File: config.mk
export PLATFORM = sky130hd
export DESIGN_NAME = cntr_snapshot_reporter
export DESIGN_NICKNAME = d
export VERILOG_FILES = /design/src/rtl/cntr_snapshot_reporter_pkg.sv /design/src/rtl/cntr_snapshot_reporter_fifo2.sv /design/src/rtl/cntr_snapshot_reporter.sv
export SDC_FILE = /design/constraint.sdc
export NUM_CORES = 1
export LEC_CHECK = 0
export BUFFER_PORTS_ARGS = -buffer_cell sky130_fd_sc_hd__buf_2
export CAP_MARGIN = 15
export CORE_MARGIN = 10
export CORE_UTILIZATION = 51
export CTS_BUF_LIST = sky130_fd_sc_hd__clkbuf_4
export CTS_CLUSTER_SIZE = 24
export DETAILED_ROUTE_END_ITERATION = 6
export GPL_TIMING_DRIVEN = 0
export PLACE_DENSITY = 0.77
export SYNTH_ARGS = -nofsm -noshare
export SYNTH_HDL_FRONTEND = slang
export SYNTH_SLANG_ARGS = --single-unit
File: constraint.sdc
create_clock -name clk -period 2.5 [get_ports clk]
set_clock_uncertainty 0.1 [all_clocks]
set_input_delay 0.25 -clock clk [delete_from_list [all_inputs] [get_ports clk]]
set_output_delay 0.25 -clock clk [all_outputs]
set_load 0.01 [all_outputs]
File: src/rtl/cntr_snapshot_reporter_pkg.sv
// Shared definitions for the counter snapshot reporter: report tags and
// controller state encodings.
package cntr_snapshot_reporter_pkg;

  localparam logic [1:0] TAG_REQ = 2'b00;
  localparam logic [1:0] TAG_THR = 2'b01;
  localparam logic [1:0] TAG_SAT = 2'b10;

  typedef enum logic [1:0] {
    ST_RUN       = 2'd0,
    ST_CLR       = 2'd1,
    ST_WAIT_ZERO = 2'd2
  } state_e;

endpackage

File: src/rtl/cntr_snapshot_reporter_fifo2.sv
// rpt_fifo2: two-entry FIFO with a registered head. A push into a full
// FIFO is accepted only when a pop happens in the same cycle; otherwise it
// is discarded and the caller decides how to flag the loss.
module rpt_fifo2 #(
  parameter int W = 6
) (
  input  logic         clk,
  input  logic         reset,
  input  logic         push_i,
  input  logic [W-1:0] data_i,
  input  logic         pop_i,
  output logic         full_o,
  output logic         empty_o,
  output logic [W-1:0] head_o
);

  logic [W-1:0] mem0_q, mem0_d;
  logic [W-1:0] mem1_q, mem1_d;
  logic [1:0]   cnt_q, cnt_d;
  logic         pop_ok;
  logic         push_ok;

  // Storage and occupancy registers; mem0 is always the head.
  always_ff @(posedge clk or negedge reset) begin
    if (!reset) begin
      mem0_q <= '0;
      mem1_q <= '0;
      cnt_q  <= 2'd0;
    end else begin
      mem0_q <= mem0_d;
      mem1_q <= mem1_d;
      cnt_q  <= cnt_d;
    end
  end

  // Next occupancy and contents for every push/pop combination.
  always_comb begin
    mem0_d  = mem0_q;
    mem1_d  = mem1_q;
    cnt_d   = cnt_q;
    pop_ok  = pop_i & (cnt_q != 2'd0);
    push_ok = push_i & ((cnt_q != 2'd2) | pop_ok);
    unique case ({push_ok, pop_ok})
      2'b11: begin
        if (cnt_q == 2'd2) begin
          mem0_d = mem1_q;
          mem1_d = data_i;
        end else begin
          mem0_d = data_i;
        end
      end
      2'b01: begin
        if (cnt_q == 2'd2) begin
          mem0_d = mem1_q;
        end
        cnt_d = cnt_q - 2'd1;
      end
      2'b10: begin
        if (cnt_q == 2'd0) begin
          mem0_d = data_i;
        end else begin
          mem1_d = data_i;
        end
        cnt_d = cnt_q + 2'd1;
      end
      default: begin
        cnt_d = cnt_q;
      end
    endcase
  end

  assign full_o  = (cnt_q == 2'd2);
  assign empty_o = (cnt_q == 2'd0);
  assign head_o  = mem0_q;

endmodule

File: src/rtl/cntr_snapshot_reporter.sv
// cntr_snapshot_reporter: watches the saturating counter, turns threshold
// crossings, saturation and software sample requests into tagged snapshots
// and queues them in a two-entry report buffer.
// Build option CNTR_SNAPSHOT_AUTO_CLR_EN: after a saturation report is
// consumed, pulse cntr_clr once and hold off detection until the count is 0.
// Without it cntr_clr is tied low and the controller stays in RUN.
//
//   state        | meaning
//   -------------+-----------------------------------------------
//   ST_RUN       | event detection active
//   ST_CLR       | one-cycle clear pulse to the counter
//   ST_WAIT_ZERO | detection suppressed until cntr_in == 0
module cntr_snapshot_reporter
  import cntr_snapshot_reporter_pkg::*;
#(
  parameter int N         = 4,
  parameter int MAX_COUNT = 2**N - 1,
  parameter int THRESH    = 2**(N-1)
) (
  input  logic         clk,
  input  logic         reset,
  input  logic [N-1:0] cntr_in,
  input  logic         sample_req,
  input  logic         err_clr,
  output logic         rpt_valid,
  input  logic         rpt_ready,
  output logic [N-1:0] rpt_data,
  output logic [1:0]   rpt_tag,
  output logic         drop_err,
  output logic         cntr_clr
);

  localparam logic [N-1:0] THR_N = N'(THRESH);
  localparam logic [N-1:0] MAX_N = N'(MAX_COUNT);

  state_e         state_q, state_d;
  logic [N-1:0]   prev_cnt_q;
  logic           drop_err_q, drop_err_d;
  logic           det_en;
  logic           thr_evt;
  logic           sat_evt;
  logic           push;
  logic [1:0]     push_tag;
  logic           pop;
  logic           full;
  logic           empty;
  logic           drop;
  logic [N+1:0]   head;

  rpt_fifo2 #(.W(N + 2)) u_fifo (
    .clk     (clk),
    .reset   (reset),
    .push_i  (push),
    .data_i  ({push_tag, cntr_in}),
    .pop_i   (pop),
    .full_o  (full),
    .empty_o (empty),
    .head_o  (head)
  );

  assign rpt_valid           = ~empty;
  assign {rpt_tag, rpt_data} = head;
  assign pop                 = rpt_valid & rpt_ready;

  // Previous count and sticky drop flag.
  always_ff @(posedge clk or negedge reset) begin
    if (!reset) begin
      prev_cnt_q <= '0;
      drop_err_q <= 1'b0;
    end else begin
      prev_cnt_q <= cntr_in;
      drop_err_q <= drop_err_d;
    end
  end

  // Event detection with saturation > threshold > request priority; only
  // the winning event is pushed, the losers vanish without a drop.
  always_comb begin
    thr_evt  = (prev_cnt_q < THR_N) && (cntr_in >= THR_N);
    sat_evt  = (cntr_in == MAX_N) && (prev_cnt_q != MAX_N);
    push     = det_en & (sat_evt | thr_evt | sample_req);
    push_tag = TAG_REQ;
    if (sat_evt) begin
      push_tag = TAG_SAT;
    end else if (thr_evt) begin
      push_tag = TAG_THR;
    end
    drop       = push & full & ~pop;
    drop_err_d = drop_err_q;
    if (drop) begin
      drop_err_d = 1'b1;
    end else if (err_clr) begin
      drop_err_d = 1'b0;
    end
  end

  assign drop_err = drop_err_q;

  // Controller state register.
  always_ff @(posedge clk or negedge reset) begin
    if (!reset) begin
      state_q <= ST_RUN;
    end else begin
      state_q <= state_d;
    end
  end

  // Controller next state: leaves RUN only when a saturation report is taken.
  always_comb begin
    state_d = state_q;
`ifdef CNTR_SNAPSHOT_AUTO_CLR_EN
    unique case (state_q)
      ST_RUN: begin
        if (pop && (rpt_tag == TAG_SAT)) begin
          state_d = ST_CLR;
        end
      end
      ST_CLR: begin
        state_d = ST_WAIT_ZERO;
      end
      ST_WAIT_ZERO: begin
        if (cntr_in == '0) begin
          state_d = ST_RUN;
        end
      end
      default: begin
        state_d = ST_RUN;
      end
    endcase
`else
    state_d = ST_RUN;
`endif
  end

  // Controller outputs: detection enable and the counter clear pulse.
  always_comb begin
    det_en   = (state_q == ST_RUN);
    cntr_clr = 1'b0;
`ifdef CNTR_SNAPSHOT_AUTO_CLR_EN
    cntr_clr = (state_q == ST_CLR);
`endif
  end

endmodule

* Word level (Yosys, flattened, before mapping)
Cells that the tools add are included.
Operators by class: magnitude comparators 2, bitwise logic cells 10, equality and inequality tests 11, reduce and logical (&&, ||, !) cells 10, add/subtract/negate cells 2, multiplexer cells 12
Operator list (number):
- 6-bit two-way mux | 5
- 6-bit one-hot mux with 3 select lines | 1
- 6-bit one-hot mux with 2 select lines | 1
- 2-bit != test, second input constant | 5
- 2-bit nonzero test | 4
- 2-bit == test, second input constant | 3
- 3-bit AND reduction | 2
- 1-bit AND | 5
- 4-bit == test, second input constant | 1
- 4-bit greater-or-equal comparator, second input constant | 1
- 4-bit less-than comparator, second input constant | 1
- 4-bit != test, second input constant | 1
- 2-bit one-hot mux with 2 select lines | 1
- 1-bit two-way mux | 3
- 1-bit bitwise OR | 3
- 3-bit nonzero test | 1
- 2-bit by 1-bit adder with 2-bit output, second input constant | 1
- 2-bit by 1-bit == test with 1-bit output, second input constant | 1
- 1-bit logical AND | 2
- 2-bit zero test | 1
- 2-bit two-way mux | 1
- 1-bit NOT | 2
- 2-bit by 1-bit subtractor with 2-bit output, second input constant | 1
Storage, ports and cells: output and inout port bits 9, input bits 9, bits in registers 19, word-level logic and storage cells 52

* Longest topological paths before layout
word-level depth 9, gate-level depth with buffers 9, mapped depth without buffers 8

* Modules after synthesis
Synthesis repeated with hierarchy kept, for this count alone.
Second synthesis, totals: cells, all modules 124, area total of the unflattened synthesis 1209.9 um^2
Modules (own cells, without submodules):
- rpt_fifo2 | cells each 105, area each 980.9 um^2, times used 1, sequential area each 350.3 um^2
- cntr_snapshot_reporter | cells each 19, area each 229.0 um^2, times used 1, sequential area each 125.1 um^2

* Worst setup path after synthesis
No wires, ideal clock.
kind register to register, from reg u_fifo.cnt_q[0], to reg u_fifo.mem0_q[0], in the netlist u_fifo.head_o[0], cell stages (with the launch flop) 10, buffers on the path 1, required time 2275 ps, setup slack -24 ps, clock period less this slack 2524 ps, setup time 125 ps, data arrival time 2299 ps, cell sequence dfrtp_1 > buf_2 > nor2_1 > inv_1 > and2_1 > ha_1 > or2_2 > a21oi_2 > o2bb2ai_4 > mux2_4
On the way: cells in the longest elaborated chain, start to end 9, elaborated cells between the ends (all ways) 18, those cells by class eq/ne (7); mux (2); bitwise (5); reduce/logical (4)
RTL lines:
- start: declaration | RTL line cntr_snapshot_reporter_fifo2.sv:19 | logic [1:0] cnt_q, cnt_d;
- start signal: assignment | RTL line cntr_snapshot_reporter_fifo2.sv:32 | cnt_q <= cnt_d;
- 2-bit zero test (*) | RTL line cntr_snapshot_reporter_fifo2.sv:73 | assign empty_o = (cnt_q == 2'd0);
- 1-bit NOT (*) | RTL line cntr_snapshot_reporter.sv:61 | assign rpt_valid = ~empty;
- net rpt_valid | RTL line cntr_snapshot_reporter.sv:25 | output logic rpt_valid,
- 1-bit AND (*) | RTL line cntr_snapshot_reporter.sv:63 | assign pop = rpt_valid & rpt_ready;
- 1-bit AND (*) | RTL line cntr_snapshot_reporter_fifo2.sv:41 | pop_ok = pop_i & (cnt_q != 2'd0);
- 1-bit bitwise OR | RTL line cntr_snapshot_reporter_fifo2.sv:42 | push_ok = push_i & ((cnt_q != 2'd2) | pop_ok);
- 1-bit AND | RTL line cntr_snapshot_reporter_fifo2.sv:42
- 2-bit == test / 2-bit by 1-bit == test with 1-bit output (equally long branches) | RTL line cntr_snapshot_reporter_fifo2.sv:43 | unique case ({push_ok, pop_ok})
- 2-bit != test (no line) / 3-bit nonzero test (equally long branches)
- 3-bit AND reduction (no line)
- end signal: assignment | RTL line cntr_snapshot_reporter_fifo2.sv:30 | mem0_q <= mem0_d;
- end: declaration | RTL line cntr_snapshot_reporter_fifo2.sv:17 | logic [W-1:0] mem0_q, mem0_d;
The timed path passes the listed nets; every way through them passes the cells marked *. A chain may end at the register's enable or synchronous reset.

* Worst setup path in the final report
from reg prev_cnt_q[3], to reg u_fifo.mem1_q[3]
On the way: cells in the longest elaborated chain, start to end 8, elaborated cells between the ends (all ways) 14, those cells by class order compare (1); eq/ne (5); mux (1); bitwise (3); reduce/logical (4)
RTL lines:
- start: declaration | RTL line cntr_snapshot_reporter.sv:37 | logic [N-1:0] prev_cnt_q;
- start signal: assignment | RTL line cntr_snapshot_reporter.sv:71 | prev_cnt_q <= cntr_in;
- 4-bit less-than comparator / 4-bit != test (equally long branches) | RTL line cntr_snapshot_reporter.sv:79, cntr_snapshot_reporter.sv:80
- 1-bit logical AND (on tied branches) | RTL line cntr_snapshot_reporter.sv:79, cntr_snapshot_reporter.sv:80
- 1-bit bitwise OR (*) (2 in a row) | RTL line cntr_snapshot_reporter.sv:81 | push = det_en & (sat_evt | thr_evt | sample_req);
- 1-bit AND (*) | RTL line cntr_snapshot_reporter_fifo2.sv:42
- 2-bit == test | RTL line cntr_snapshot_reporter_fifo2.sv:43
- 2-bit != test (no line) / 2-bit nonzero test (equally long branches)
- 3-bit AND reduction (no line)
- end signal: assignment | RTL line cntr_snapshot_reporter_fifo2.sv:31 | mem1_q <= mem1_d;
- end: declaration | RTL line cntr_snapshot_reporter_fifo2.sv:18 | logic [W-1:0] mem1_q, mem1_d;
Every way passes the cells marked *; elsewhere a longest branch is shown, timed or not.

==> PnR_summary.wiki <==
{| class="wikitable"
! Metric !! Value
|-
| Outcome || finished clean
|-
| Effective utilization at floorplan || 56.0%
|-
| Highest routed layer || met4
|-
| Leakage || 0.576 nW
|-
| FFs w/ async S/R, synth || 100%
|-
| Kind of start point of the critical path || flop
|-
| Syn Std Cell Area || ~1000 µm²
|-
| Cells after DPL || 118
|-
| Wire length on met2 || 875 µm
|-
| Most numerous cell in the Yosys netlist || sky130_fd_sc_hd__dfrtp_1
|-
| Fillcell total || 134
|-
| Yosys warns || 0
|-
| Maximum clock frequency || 0.419 GHz
|-
| Post-Synth Simple-Gate Area || 10.4%
|-
| Reg area || 475 µm²
|-
| Core Footprint || 0.00178 mm²
|-
| Diode count || 0
|-
| Routed Antenna Nets || 0
|-
| Met3 layer wire length in the routed design || approximately 130 µm
|-
| Proportion of total power due to net switching || 35.1%
|-
| Synthesized instance count || 77
|-
| Count of flip-flops with a built-in enable after synthesis || 0
|-
| Mean area per synthesized cell || 13.0 µm²
|-
| Drt first pass iters || 4
|-
| Final net count || between 100 and 150
|-
| Adder-cell share of the synthesized area || under 10%
|-
| Largest family of logic cells by synthesized area || compound AO/OA/AOI/OAI gates
|-
| Weighted congestion reported at the end of routability-driven placement || about 0.74
|-
| Endpoint type of the worst setup path || flop
|-
| Remaining global-route overflow || 0
|-
| Mux contribution to synthesized area || 15.3%
|-
| Setup Crit Path Kind || flop to flop
|-
| Ranking of synthesized cells by instance count || sky130_fd_sc_hd__dfrtp_1, sky130_fd_sc_hd__mux2_2, sky130_fd_sc_hd__a22o_1, sky130_fd_sc_hd__inv_1, sky130_fd_sc_hd__mux2_4
|-
| Crit share post-route || between 90% and 100%
|-
| GRT Util Overall || 8.96%
|-
| Final hold slack || 0.0444 ns
|-
| Final number of setup-violating endpoints || 0
|-
| Internal cell power || roughly 0.0009 W
|-
| Horizontal extent of the die || 64.2 µm
|-
| Count of endpoints failing hold in the final timing report || 0
|-
| Die outline area || 0.00413 mm²
|-
| Xor and xnor fraction of the mapped netlist area || 2.63%
|-
| HPWL after detailed placement || roughly 1400 µm
|-
| Vias per inst || 5.17
|-
| Dominant synthesized flop cell || sky130_fd_sc_hd__dfrtp_1
|-
| Area fraction in compound gates after synthesis || 16.8%
|-
| Biggest area consumer among synthesized cells || sky130_fd_sc_hd__dfrtp_1
|-
| Number of rows created at floorplan || 15
|-
| Initial antenna violation count || 0
|-
| Classification of the worst-slack hold path || primary input to flop
|-
| Required time at the endpoint of the critical path || around 2.6 ns
|-
| Slew Viols, Final || 0
|-
| Area growth from synthesis to layout || 22.8%
|-
| Register clock-pin slew on the reported worst setup and hold paths || 0.09 ns
|-
| Synthesis-stage register bit count || 19
|-
| Fraction of final layout cells sized beyond drive strength 1 || between 40% and 50%
|-
| Sequential element share of the synthesized area || 47.6%
|-
| Clock latency of the later-clocked register in the worst-skew pair || between 0.2 and 0.3 ns
|-
| Clock buffer count from CTS || 3
|-
| Power share of the clock group || 11.6%
|-
| Deepest clock path buffer count || 2
|-
| Sw power || 0.000481 W
|-
| Share of Yosys cell area claimed by the top area cell type || 47.6%
|-
| Drt wl/cell || between 10 and 15 µm
|-
| Detailed Route Iter0 Violations || 15
|-
| IO Pins || 18
|-
| Crit-path max FO || 6
|-
| Pwr per Cell Area || 1120 mW/mm²
|-
| CP cell instances || nand4_1, a311oi_4, or2_2, inv_1, ha_1, a211oi_4, buf_4, mux2_2
|-
| Number of nets in the synthesized netlist || 89
|-
| Post-Route M1 WL || 775 µm
|-
| CTS tree || yes
|-
| Maximum number of pins on one net before global-route repair || 20
|-
| Die height || roughly 64 µm
|-
| Combinational share of power || 52.9%
|-
| Count of clock tree sinks || 19
|-
| CP max-delay cell || sky130_fd_sc_hd__a311oi_4
|-
| Total via count after detailed routing || roughly 660
|-
| Fraction of the core area covered by cells at the end of the flow || 68.8%
|-
| Wirelength, routed || about 1800 µm
|-
| Longest individual stage delay on the worst path || 0.40 ns
|-
| Number of standard cells in the layout, taps in and fillers out || between 100 and 150
|-
| Input/output buffers || 16
|-
| Cell variety after synth || 31
|-
| Final routed DRC violation total || 0
|-
| Signal arrival time at the worst endpoint || 2.47 ns
|-
| RSZ-0062 raised after global routing || no
|-
| Seq pwr share || a little over a third
|-
| Max Cap Violations || 0
|-
| Post-layout minimum cycle time || ~2.4 ns
|-
| Worst-case vdd ir drop || 0.532 mV
|-
| Root cell of the clock tree || sky130_fd_sc_hd__clkbuf_4
|-
| Multi-input gate area in the final layout || 520 µm²
|-
| Level count of the clock H-tree || 1
|-
| Vias in the first global route || about 640
|-
| First-pass GRT wire length || 2960 µm
|-
| Biggest area contributors in the synthesized netlist || sky130_fd_sc_hd__dfrtp_1, sky130_fd_sc_hd__mux2_4, sky130_fd_sc_hd__mux2_2, sky130_fd_sc_hd__a22o_1, sky130_fd_sc_hd__ha_1
|}
what timing repair did:
| item | in CTS | in global routing |
|---|---|---|
| gates resized for setup | 1 | 7 |
| pin swaps | 0 | 2 |
| gates cloned | 0 | 0 |
| hold buffers | 2 | 2 |
| setup endpoints to repair | 5 | 12 |
| hold endpoints to repair | 20 | 2 |
| buffers inserted | 0 | 2 |
through the flow:
step / setup TNS, ns / setup slack (ns) / instance area [µm²] / power, W
after floorplan: 0 / 0.0964 / 1000 / 0.00101
after global placement: 0 / 0.0245 / 1110 / 0.00113
after detailed placement: -0.0688 / -0.0159 / 1110 / 0.00116
after CTS: 0 / 0.0395 / 1170 / 0.00133
after global routing: 0 / 0.0193 / 1230 / 0.00148
final: 0 / 0.114 / 1230 / 0.00137
final cells by class:
type / count / share of cell area [%]
clock buffers: 4 / 2.45
plain buffers: 2 / 1.22
multi-input cells: 51 / 42.4
well taps: 25 / 2.55
repair buffers: 22 / 11.0
inverters: 5 / 1.53
flip-flops and latches: 19 / 38.8
final timing paths:
kind                                               from  cells after the start  slack [ns]                      endpoint
min reg2reg                u_fifo.head_o[4]$_DFFE_PN0P_                      1        0.41  u_fifo.head_o[4]$_DFFE_PN0P_
max reg2reg                     prev_cnt_q[3]$_DFF_PN0_                      8        0.11  u_fifo.mem1_q[3]$_DFFE_PN0P_
min                                             err_clr                      2        0.04          drop_err$_DFFE_PN0P_
max                             prev_cnt_q[3]$_DFF_PN0_                      8        0.11  u_fifo.mem1_q[3]$_DFFE_PN0P_
max in group asynchronous                         reset                      2        1.71       prev_cnt_q[0]$_DFF_PN0_
min in group asynchronous                         reset                      2        0.30   u_fifo.cnt_q[0]$_DFFE_PN0N_
critical path, delay by kind of cell (launching register included):
kind	cells	cell delay (ns)
buf+inv	2	0.24
flops	1	0.38
mux	1	0.34
compound gates	2	0.63
fa+ha+maj	1	0.22
simple gates	2	0.38
power groups by stage:
stage / Combinational, W / Sequential (W) / Clock, W
after global placement: 0.000647 / 0.000485 / 0
after global routing: 0.000792 / 0.000500 / 0.000183
final: 0.000725 / 0.000486 / 0.000159
after CTS: 0.000677 / 0.000486 / 0.000166
after detailed placement: 0.000668 / 0.000490 / 0
after floorplan: 0.000508 / 0.000498 / 0
layout by cell type (no fill, tap or decap), drive strengths merged, types with 2 or more instances in the layout:
cell / count
dfrtp: 19
buf: 19
mux2: 11
clkbuf: 5
inv: 5
a22o: 5
dlygate4sd3: 4
nor2: 4
nor2b: 3
ha: 3
nand2b: 2
or2: 2
xor2: 2
and3: 2
nand2: 2
registers in the layout, summed over array words and instances, names as in the netlist:
signal	flops
drop_err	1
u_fifo.head_o	6
u_fifo.mem1_q	6
prev_cnt_q	4
u_fifo.cnt_q	2
kinds of logic after synthesis:
kind of cell | after synthesis
DFF | 19
and+or+nand+nor | 18
AOI/OAI and AO/OA | 14
muxes | 12
buffers and inverters | 7
adders and majority gates | 3
xor gates and xnor gates | 3
other | 1
layer usage:
metal | vias to the layer above | track usage (%)
met1 | 321 | 9.56
met4 | 0 | 3.21
li1 | 322 | -
met2 | 15 | 14.8
met5 | - | 0
met3 | 4 | 4.70
Note: power is estimated with default switching activity, not from simulation.
